`src/rtl/ifetch_queue.sv`:
```
// Instruction-fetch front end: sequential fetch to a 1-cycle synchronous memory,
// DEPTH-entry PC/instruction FIFO to the decoder, redirect flush. Optional IFQ_DECODE_EN.
module ifetch_queue #(
  parameter int              XLEN     = 32,
  parameter int              DEPTH    = 4,
  parameter logic [XLEN-1:0] RESET_PC = XLEN'(32'h0000_0000)
) (
  input  logic                       clk,
  input  logic                       rst,
  output logic                       imem_req_valid,
  output logic [XLEN-1:0]            imem_req_addr,
  input  logic [31:0]                imem_rsp_data,
  input  logic                       redirect_valid,
  input  logic [XLEN-1:0]            redirect_pc,
  output logic                       out_valid,
  input  logic                       out_ready,
  output logic [XLEN-1:0]            out_pc,
  output logic [31:0]                out_insn,
`ifdef IFQ_DECODE_EN
  output logic [6:0]                 opcode,
  output logic [4:0]                 rd,
  output logic [2:0]                 funct3,
  output logic [4:0]                 rs1,
  output logic [4:0]                 rs2,
  output logic [6:0]                 funct7,
`endif
  output logic [$clog2(DEPTH+1)-1:0] count
);

  localparam int CW = $clog2(DEPTH + 1);
  localparam int AW = $clog2(DEPTH);

`ifdef IFQ_DECODE_EN
  typedef struct packed {
    logic [6:0] funct7;
    logic [4:0] rs2;
    logic [4:0] rs1;
    logic [2:0] funct3;
    logic [4:0] rd;
    logic [6:0] opcode;
  } fields_t;

  fields_t mem_fields [DEPTH];
  fields_t head_fields;
`endif

  logic [XLEN-1:0] fetch_pc;
  logic            inflight;
  logic [XLEN-1:0] inflight_pc;
  logic [AW-1:0]   rd_ptr;
  logic [AW-1:0]   wr_ptr;
  logic [CW-1:0]   count_q;

  logic [XLEN-1:0] mem_pc   [DEPTH];
  logic [31:0]     mem_insn [DEPTH];

  logic            issue;
  logic            push;
  logic            pop;
  logic [CW:0]     occupancy;
  logic [XLEN-1:0] redirect_target;

  // Masking rather than slicing keeps every redirect_pc bit in use.
  assign redirect_target = redirect_pc & ~XLEN'(3);

  // NOTE: every signal gets a default at the top of always_comb so no path
  // leaves it unassigned and no latch is inferred.
  always_comb begin
    issue     = 1'b0;
    push      = 1'b0;
    pop       = 1'b0;
    occupancy = {1'b0, count_q} + {{CW{1'b0}}, inflight};
    if (!rst) begin
      // Credit: queued entries plus the outstanding fetch never exceed DEPTH.
      issue = !redirect_valid && (occupancy < (CW + 1)'(DEPTH));
      push  = inflight && !redirect_valid;
      pop   = out_valid && out_ready;
    end
  end

  assign imem_req_valid = issue;
  assign imem_req_addr  = fetch_pc;

  // NOTE: sequential state uses non-blocking assignments so every register
  // samples the pre-edge values regardless of statement order.
  always_ff @(posedge clk) begin
    if (rst) begin
      fetch_pc    <= RESET_PC;
      inflight    <= 1'b0;
      inflight_pc <= '0;
      rd_ptr      <= '0;
      wr_ptr      <= '0;
      count_q     <= '0;
    end else if (redirect_valid) begin
      // A same-cycle pop has already been handed over; the flush discards the rest.
      fetch_pc <= redirect_target;
      inflight <= 1'b0;
      rd_ptr   <= '0;
      wr_ptr   <= '0;
      count_q  <= '0;
    end else begin
      inflight <= issue;
      if (issue) begin
        fetch_pc    <= fetch_pc + XLEN'(4);
        inflight_pc <= fetch_pc;
      end
      if (push) wr_ptr <= wr_ptr + AW'(1);
      if (pop)  rd_ptr <= rd_ptr + AW'(1);
      case ({push, pop})
        2'b10:   count_q <= count_q + CW'(1);
        2'b01:   count_q <= count_q - CW'(1);
        default: count_q <= count_q;
      endcase
    end
  end

  // NOTE: the entry storage is deliberately not reset; the head is gated by
  // out_valid, so stale contents can never reach the decoder.
  always_ff @(posedge clk) begin
    if (push) begin
      mem_pc[wr_ptr]   <= inflight_pc;
      mem_insn[wr_ptr] <= imem_rsp_data;
`ifdef IFQ_DECODE_EN
      mem_fields[wr_ptr] <= '{funct7: imem_rsp_data[31:25],
                              rs2:    imem_rsp_data[24:20],
                              rs1:    imem_rsp_data[19:15],
                              funct3: imem_rsp_data[14:12],
                              rd:     imem_rsp_data[11:7],
                              opcode: imem_rsp_data[6:0]};
`endif
    end
  end

  assign count     = count_q;
  assign out_valid = !rst && (count_q != '0);
  assign out_pc    = out_valid ? mem_pc[rd_ptr]   : '0;
  assign out_insn  = out_valid ? mem_insn[rd_ptr] : '0;

`ifdef IFQ_DECODE_EN
  assign head_fields = out_valid ? mem_fields[rd_ptr] : '0;
  assign opcode      = head_fields.opcode;
  assign rd          = head_fields.rd;
  assign funct3      = head_fields.funct3;
  assign rs1         = head_fields.rs1;
  assign rs2         = head_fields.rs2;
  assign funct7      = head_fields.funct7;
`endif

endmodule
```
`config.mk`:
```
export PLATFORM = sky130hd
export DESIGN_NAME = ifetch_queue
export DESIGN_NICKNAME = d
export VERILOG_FILES = /design/src/rtl/ifetch_queue.sv
export SDC_FILE = /design/constraint.sdc
export NUM_CORES = 1
export LEC_CHECK = 0
export BUFFER_PORTS_ARGS = -buffer_cell sky130_fd_sc_hd__buf_2
export CORE_MARGIN = 3
export CORE_UTILIZATION = 45
export CTS_CLUSTER_SIZE = 12
export DETAILED_ROUTE_END_ITERATION = 10
export GPL_ROUTABILITY_DRIVEN = 0
export PLACE_DENSITY = 0.77
export SYNTH_ARGS = -nofsm -noshare
export SYNTH_HDL_FRONTEND = slang
export SYNTH_SLANG_ARGS = --single-unit
```
`constraint.sdc`:
```
create_clock -name clk -period 3.9 [get_ports clk]
set_clock_uncertainty 0.1 [all_clocks]
set_input_delay 0.39 -clock clk [delete_from_list [all_inputs] [get_ports clk]]
set_output_delay 0.39 -clock clk [all_outputs]
set_load 0.03 [all_outputs]
```
Word-level counts from Yosys, hierarchy flattened
Memories as Yosys holds them, arrays and structs flattened. A register that Yosys moved wholly into a read port is not among the register bits.
Cells that the tools add are included.
Cells by class
  add/sub/neg operators: 6
  order comparisons: 1
  equal/unequal tests: 2
  muxes and demuxes: 14
  bitwise operators: 1
  reduce and logical (&&, ||, !) cells: 11
Operators with widths (number)
  32-bit two-way mux: 4
  32-bit by 3-bit adder with 32-bit output, second input constant: 1
  2-bit two-way mux: 4
  3-bit one-hot mux with 2 select lines: 1
  1-bit two-way mux: 5
  2-bit by 1-bit adder with 2-bit output, second input constant: 2
  3-bit by 1-bit adder with 4-bit output: 1
  1-bit logical AND: 4
  4-bit by 3-bit < comparator with 1-bit output, second input constant: 1
  2-bit nonzero test: 2
  3-bit by 1-bit adder with 3-bit output, second input constant: 1
  3-bit nonzero test: 1
  3-bit by 1-bit subtractor with 3-bit output, second input constant: 1
  2-bit by 1-bit == test with 1-bit output, second input constant: 1
  2-bit == test, second input constant: 1
  1-bit logical NOT: 2
  2-bit AND reduction: 1
  2-bit OR reduction: 1
  1-bit inverter: 1
Word-level totals
  bits in registers: 72
  memory bits (writable): 256
  bits of input ports: 68
  output and inout bits: 101
  word-level logic and storage cells: 44
  memories kept: 2
Memory list
  mem_insn: depth 4, bits a word 32, rd ports 1, clocked after Yosys merged registers in 1, wr ports 1, line 55  | logic [31:0] mem_insn [DEPTH];
  mem_pc: depth 4, bits a word 32, rd ports 1, clocked after Yosys merged registers in 1, wr ports 1, line 54  | logic [XLEN-1:0] mem_pc [DEPTH];

Logic depth before layout (Yosys ltp)
Gate-level depths: netlist (run 1).
  depth after elaboration: 6
  mapped depth: 10
  gate-level depth less buffers: 9

Worst setup path after synthesis (run 1)
Ideal clock, no wire load.
  path type: in2reg
  start point: in redirect_valid
  end point: mem mem_insn[0][0], enable pin
  library setup time: 0.427 ns
  arrival time: 2.438 ns
  required time: 3.373 ns
  slack: 0.935 ns
  cell stages on the path: 4
  buffers on the path: 2
  cell sequence: buf_2 -> clkbuf_1 -> nor2_1 -> and3_1
On the way
  word-level cells in the longest chain between the ends: 5
Ends and longest elaborated chain
  start: declaration: line 13  | input logic redirect_valid,
  1-bit logical NOT: line 76  | push = inflight && !redirect_valid;
  1-bit logical AND: line 76
  1-bit two-way mux: line 73  | if (!rst) begin
  1-bit two-way mux: line 120  | if (push) begin
  1-bit two-way mux (implied by the code): line 122  | mem_insn[wr_ptr] <= imem_rsp_data;
  end: declaration: line 55
No other way between the ends.

==> flow_summary.json, run 1 <==
{
  "synth.yosys.seq_area_share": 0.6992,
  "hold_viol_final": 0,
  "fp.coreArea_um2": 27330,
  "max_cap_violations": 0,
  "clock_tree.htree_level_count": 2,
  "crit_type": "reg2out",
  "height_of_the_die_um": 173.7,
  "fp.dieW_um": 173.7,
  "final.period_utilization": 0.7572,
  "synth.top_cell.area_share": 0.5885,
  "layout.filler_cells": 2210,
  "cts_buffers": 36,
  "gr-usage-all-layers": 0.1812,
  "synth_most_common_cell": "sky130_fd_sc_hd__edfxtp_1",
  "synthesis.area_um2": 12650,
  "hold_depth": 1,
  "routedWlPerCell_um": 19.69,
  "clock_tree_from_tritoncts": "built",
  "drt-total-wl_um": 27500,
  "fmaxAchievable_mhz": 338.6,
  "final_nets": 1077,
  "run_status": "complete, no violations",
  "detailedRoute.firstPassIterationCount": 6,
  "ys_warn_count": 0,
  "power.ir.vdd_worst_uv": 291.7,
  "reg2regPathDepth": 5,
  "timing.critical_path.to_type": "output port",
  "drc_errors": 0,
  "grt_pass1_wl_um": 43460,
  "power_density_nw_per_um2": 480.4,
  "clockRootBuffer": "sky130_fd_sc_hd__clkbuf_16",
  "timing.critical_path.required_ns": 3.41,
  "synth-edff-count": 248,
  "cell_type_with_the_largest_total_area_after_synthesis": "sky130_fd_sc_hd__edfxtp_1",
  "crit_arrival_ns": 2.46,
  "io_pins": 169,
  "pins_over_their_slew_limit": 0,
  "antenna_violations_before_repair": 3,
  "fin_util": 0.5583,
  "dieArea_um2": 30170,
  "dr_total_vias": 7636,
  "synthToLayoutAreaGrowth_pct": 20.56,
  "setup-tns-final_ns": 0,
  "drt_first_iter_violations": 610,
  "post_synth_inst_count": 818,
  "drive_above_1_share": 0.2946,
  "tightest_slew_ns": 1.012,
  "synth_seq_cells": 318,
  "globalRoute.totalOverflow": 0,
  "async_reset_ff_frac": 0,
  "final_period_minus_worst_setup_slack_ns": 2.953,
  "antenna_violating_nets_post_route": 0,
  "type_of_the_tightest_min_delay_check": "in2reg",
  "netlist-cell-type-count": 51,
  "avgViaCountPerCell": 5.466,
  "diodes": 0,
  "avgSynthCellArea_um2": 15.47,
  "critPathMaxFanout": 25,
  "ys_dominant_reg_cell": "sky130_fd_sc_hd__edfxtp_1",
  "grt_setup_unrepaired": "false",
  "buffer_ports.inserted": 162,
  "clk_pin_slew_worst_paths_ns": 0.05,
  "leakage_power_nw": 5.560,
  "cp-start-kind": "register",
  "clk_path_buf_depth": 3,
  "fin_ws_ns": 0.9468,
  "detailedPlace.worstSlack_ns": 0.9530,
  "synth_top_cells_by_area": "sky130_fd_sc_hd__edfxtp_1 59%, sky130_fd_sc_hd__dfxtp_1 11%, sky130_fd_sc_hd__mux4_2 11%, sky130_fd_sc_hd__and2_1 3.3%, sky130_fd_sc_hd__nand2_1 2.7%",
  "worst_slew_margin_relative_to_its_limit": 0.3250,
  "clkLatencyLatePin_ns": 0.51,
  "grt_pass1_vias": 7761,
  "setup_violations": 0,
  "dp_hpwl_um": 16690,
  "synth.top_cells.by_count": "248 x sky130_fd_sc_hd__edfxtp_1, 90 x sky130_fd_sc_hd__nand2_1, 70 x sky130_fd_sc_hd__dfxtp_1",
  "initial_utilization": 0.4631,
  "fp-row-count": 60,
  "grt_start_max_net_pins": 65,
  "numClockSinks": 318
}
[worst paths after layout]
path	from	end	slack (ns)
worst min-delay path	imem_rsp_data[6]	mem_insn[3][6]$_DFFE_PP_	0.02
worst min register to register	inflight_pc[18]$_SDFFE_PP0P_	inflight_pc[18]$_SDFFE_PP0P_	0.40
worst max register to register	imem_req_addr[6]$_SDFFE_PP0P_	imem_req_addr[29]$_SDFFE_PP0P_	1.50
worst max-delay path	register	out_insn[7]	0.95
[worst max-delay path: stages, from the launching register on]
cell and delay (ns):
sky130_fd_sc_hd__dfxtp_4 0.73, sky130_fd_sc_hd__buf_4 0.35, sky130_fd_sc_hd__mux4_2 0.53, sky130_fd_sc_hd__and2_1 0.17
sky130_fd_sc_hd__buf_2 0.17
[registers in the layout, summed over array words and instances (netlist names), named ones only]
| signal | flops |
|---|---|
| inflight | 1 |
| rd_ptr | 2 |
| mem_pc | 120 |
| count | 3 |
| imem_req_addr | 30 |
| mem_insn | 128 |
| inflight_pc | 30 |
| wr_ptr | 2 |
[cell type report]
type | instances | area, µm² | area share
Multi-Input combinational cell | 434 | 3536 | 0.2318
Sequential cell | 318 | 8856 | 0.5805
Clock inverter | 13 | 152.6 | 0.01001
Clock buffer | 48 | 1030 | 0.06750
Timing Repair Buffer | 198 | 1164 | 0.07627
Inverter | 14 | 52.55 | 0.003445
Tap cell | 372 | 465.4 | 0.03051
[placed cells by master (no fill, tap or decap), types with 5 or more instances in the layout]
cell type / count
sky130_fd_sc_hd__buf_2: 162
sky130_fd_sc_hd__and3_1: 12
sky130_fd_sc_hd__a21oi_1: 50
sky130_fd_sc_hd__nor2_1: 26
sky130_fd_sc_hd__clkbuf_1: 7
sky130_fd_sc_hd__dlygate4sd3_1: 23
sky130_fd_sc_hd__o21ai_0: 12
sky130_fd_sc_hd__or3_1: 5
sky130_fd_sc_hd__clkbuf_16: 39
sky130_fd_sc_hd__xor2_1: 9
sky130_fd_sc_hd__inv_1: 13
sky130_fd_sc_hd__buf_4: 11
sky130_fd_sc_hd__nand4_1: 15
sky130_fd_sc_hd__clkinv_2: 6
sky130_fd_sc_hd__o22ai_1: 6
sky130_fd_sc_hd__a31oi_1: 11
sky130_fd_sc_hd__nand2_1: 90
sky130_fd_sc_hd__dfxtp_1: 68
sky130_fd_sc_hd__nand3_1: 9
sky130_fd_sc_hd__and2_1: 67
sky130_fd_sc_hd__edfxtp_1: 248
sky130_fd_sc_hd__mux4_2: 62
sky130_fd_sc_hd__ha_1: 6
[per-stage QoR]
stage / cell area (µm²) / instances / hold WS (ns) / total power, mW
6_report: 15260 / 1397 / 0.02333 / 7.329
5_1_grt: 15260 / 1397 / 0.004935 / 7.571
4_1_cts: 15260 / 1397 / 0.00007389 / 7.400
3_5_place_dp: 13840 / 1313 / 0.3909 / 4.065
3_3_place_gp: 13840 / 1313 / 0.3765 / 4.055
2_1_floorplan: 12670 / 821 / 0.3600 / 3.953
[layer usage]
metal | part of all wire | GRT usage
met5 | 0.0013 | 0
met4 | 0.026 | 0.05529
met3 | 0.073 | 0.04249
met2 | 0.47 | 0.2901
met1 | 0.43 | 0.2489
[cell families (layout without fill, tap and decap cells)]
| group | after synthesis | after routing | synth area share |
|---|---|---|---|
| other | 1 | 4 | 0.0002963 |
| buffers and inverters | 69 | 273 | 0.02452 |
| XOR/XNOR | 11 | 11 | 0.007614 |
| flip-flops | 318 | 318 | 0.6992 |
| adder cells (fa/ha/maj) | 7 | 7 | 0.007514 |
| AND/OR/NAND/NOR | 248 | 248 | 0.1008 |
| AO/OA/AOI/OAI | 97 | 97 | 0.04548 |
| multiplexers | 67 | 67 | 0.1146 |
[power breakdown]
| part | internal (mW) | switching [mW] | total, mW |
|---|---|---|---|
| Combinational | 0.102 | 0.178 | 0.281 |
| Sequential | 3.68 | 0.0547 | 3.73 |
| Clock | 2.05 | 1.26 | 3.31 |
| Total | 5.83 | 1.49 | 7.33 |
[timing repair]
action	4_1_cts	5_1_grt
hold endpoints to repair	83	0
hold buffers	23	0
gates resized for setup	0	0
buffers inserted	0	0
endpoints found under the setup margin	0	0
(Power assumes the default switching activity.)
==> inputs of run 2 (changes only) <==
==> constraint.sdc (replaced) <==
create_clock -name clk -period 2.9 [get_ports clk]
set_clock_uncertainty 0.1 [all_clocks]
set_input_delay 0.29 -clock clk [delete_from_list [all_inputs] [get_ports clk]]
set_output_delay 0.29 -clock clk [all_outputs]
set_load 0.03 [all_outputs]
==> run 2 against run 1 <==
Effect of this change:
- sequential share of layout area fell by 1.7 points
- clock power rose by 26%
- worst setup slack got worse by 0.77 ns
- worst hold slack got worse by 0.0072 ns
- register-to-register slack got worse by 0.98 ns
- via count rose by 2.9%
- utilization rose by 1.7 points
- critical endpoint is now imem_req_valid
==> flow_summary.json, run 2 (synthesized netlist as in run 1, its figures left out) <==
{
  "critPathMaxFanout": 20,
  "whs_endpoint": "imem_req_addr[27]$_SDFFE_PP0P_",
  "synthToLayoutAreaGrowth_pct": 24.24,
  "final_nets": 1125,
  "clkLatencyLatePin_ns": 0.50,
  "buffer_ports.inserted": 162,
  "crit_arrival_ns": 2.33,
  "met1_usage": 0.2544,
  "detailedRoute.firstPassIterationCount": 5,
  "timing.critical_path.required_ns": 2.51,
  "io_pins": 169,
  "r2r_setup_slack_ns": 0.52,
  "reg2regPathDepth": 6,
  "timing.rr.end": "imem_req_addr[26]$_SDFFE_PP0P_",
  "run_status": "complete, no violations",
  "dr_total_vias": 7855,
  "largest_registers": "mem_insn (128), mem_pc (120)",
  "largest_reg_flops": 128,
  "clk_pin_slew_worst_paths_ns": 0.06,
  "hold_viol_final": 0,
  "setup_violations": 0,
  "final_common_cell": "sky130_fd_sc_hd__edfxtp_1",
  "drive_above_1_share": 0.2914,
  "antenna_violating_nets_post_route": 0,
  "timing.critical_path.to_type": "output port",
  "fp-row-count": 60,
  "post_cts.repair.setup_buffers": 0,
  "routedWlPerCell_um": 19.35,
  "grt-busiest-layer": "met2",
  "grt_setup_unrepaired": "false",
  "hold_start": "redirect_pc[27]",
  "dp_hpwl_um": 17370,
  "globalRoute.totalOverflow": 0,
  "worst_r2r_src": "inflight$_SDFF_PP0_",
  "dieArea_um2": 30170,
  "clock_tree_from_tritoncts": "built",
  "total_power_mw": 9.626,
  "groute.layer.met2.usage": 0.2979,
  "grt_pass1_wl_um": 44060,
  "layout.filler_cells": 2151,
  "clk_path_buf_depth": 3,
  "fp.coreArea_um2": 27330,
  "drc_errors": 0,
  "grt_pass1_vias": 7946,
  "grt_util_met3": 0.04227,
  "clock_tree.htree_level_count": 2,
  "max_cap_violations": 0,
  "top_register_by_number_of_flip_flops": "mem_insn",
  "power_density_nw_per_um2": 612.2,
  "initial_utilization": 0.4631,
  "drt_first_iter_violations": 565,
  "numClockSinks": 318,
  "clockRootBuffer": "sky130_fd_sc_hd__clkbuf_16",
  "pins_over_their_slew_limit": 0,
  "crit_type": "reg2out",
  "height_of_the_die_um": 173.7,
  "avgViaCountPerCell": 5.428,
  "cts_buffers": 35,
  "grt_start_max_net_pins": 65,
  "layout_common_cells": "248 x sky130_fd_sc_hd__edfxtp_1, 162 x sky130_fd_sc_hd__buf_2, 90 x sky130_fd_sc_hd__nand2_1, 68 x sky130_fd_sc_hd__dfxtp_1, 67 x sky130_fd_sc_hd__and2_1",
  "final.period_utilization": 0.9375,
  "tightest_slew_ns": 0.8215,
  "hold_depth": 3,
  "drt-total-wl_um": 28000,
  "leakage_power_nw": 5.755,
  "antenna_violations_before_repair": 1,
  "fmaxAchievable_mhz": 367.8,
  "cp-start-kind": "register",
  "power.ir.vdd_worst_uv": 345.5,
  "setup-tns-final_ns": 0,
  "fp.dieW_um": 173.7,
  "type_of_the_tightest_min_delay_check": "in2reg",
  "final_period_minus_worst_setup_slack_ns": 2.719,
  "gr-usage-all-layers": 0.1849,
  "worst_slew_margin_relative_to_its_limit": 0.4465
}
## run 2: changes by cell type in the layout (fill, tap and decap cells not counted), sizes merged
cell         before  now
bufinv            3    0
buf             175  190
diode             0    1
clkbuf           48   55
clkinvlp          0    1
dlygate4sd3      23   57
inv              15   13
clkinv            9    6
## run 2: worst max-delay path by stage
stage,start,to,slack (ns),depth (start not counted)
after floorplan,redirect_valid,mem_insn[0][0]$_DFFE_PP_,0.04,4
after global placement,rst,imem_req_addr[21]$_SDFFE_PP0P_,0.34,7
after detailed placement,rst,imem_req_addr[21]$_SDFFE_PP0P_,0.31,7
after CTS,inflight$_SDFF_PP0_,imem_req_valid,0.11,4
after global routing,inflight$_SDFF_PP0_,imem_req_valid,0.05,4
final,inflight$_SDFF_PP0_,imem_req_valid,0.18,4
## run 2: metrics by stage
| step | worst slack [ns] | area (µm²) | hold WS (ns) | instances | utilization |
|---|---|---|---|---|---|
| after floorplan | 0.03504 | 12670 | 0.2889 | 821 | - |
| after global placement | 0.3357 | 14040 | 0.3774 | 1328 | 0.5139 |
| after detailed placement | 0.3077 | 14040 | 0.3889 | 1328 | 0.5139 |
| after CTS | 0.1115 | 15720 | 0.0003319 | 1446 | 0.5752 |
| after global routing | 0.04570 | 15720 | 0.003136 | 1447 | 0.5754 |
| final | 0.1813 | 15720 | 0.01617 | 1447 | 0.5754 |
## run 2: final cells by class
cell class	instances	area (µm²)	share of cell area
Antenna cell	1	2.502	0.0001592
Sequential cell	318	8856	0.5633
Clock inverter	6	30.03	0.001910
Tap cell	372	465.4	0.02960
Timing Repair Buffer	247	1704	0.1084
Inverter	14	53.80	0.003422
Clock buffer	55	1075	0.06836
Multi-Input combinational cell	434	3536	0.2249
## run 2: metal layers
metal	wire [µm]	part of all wire
met1	11680	0.42
met2	13430	0.48
met3	2128	0.076
met4	759	0.027
met5	0	0
## run 2: power by group
group	internal [mW]	leakage (nW)	switching, mW
Clock	2.54	0.539	1.64
Combinational	0.174	2.22	0.251
Sequential	4.95	2.99	0.0733
## run 2: what timing repair did
item | in CTS | in global routing
endpoints found under the setup margin | 0 | 1
resized for setup | 0 | 1
hold endpoints to repair | 153 | 0
hold buffers | 57 | 0
## run 2: worst max-delay path, cell delays in order, from the launching register on
cell and delay (ns):
sky130_fd_sc_hd__dfxtp_1 0.39, sky130_fd_sc_hd__and3_1 0.28, sky130_fd_sc_hd__or3_2 0.60, sky130_fd_sc_hd__clkinv_2 0.30, sky130_fd_sc_hd__buf_2 0.26
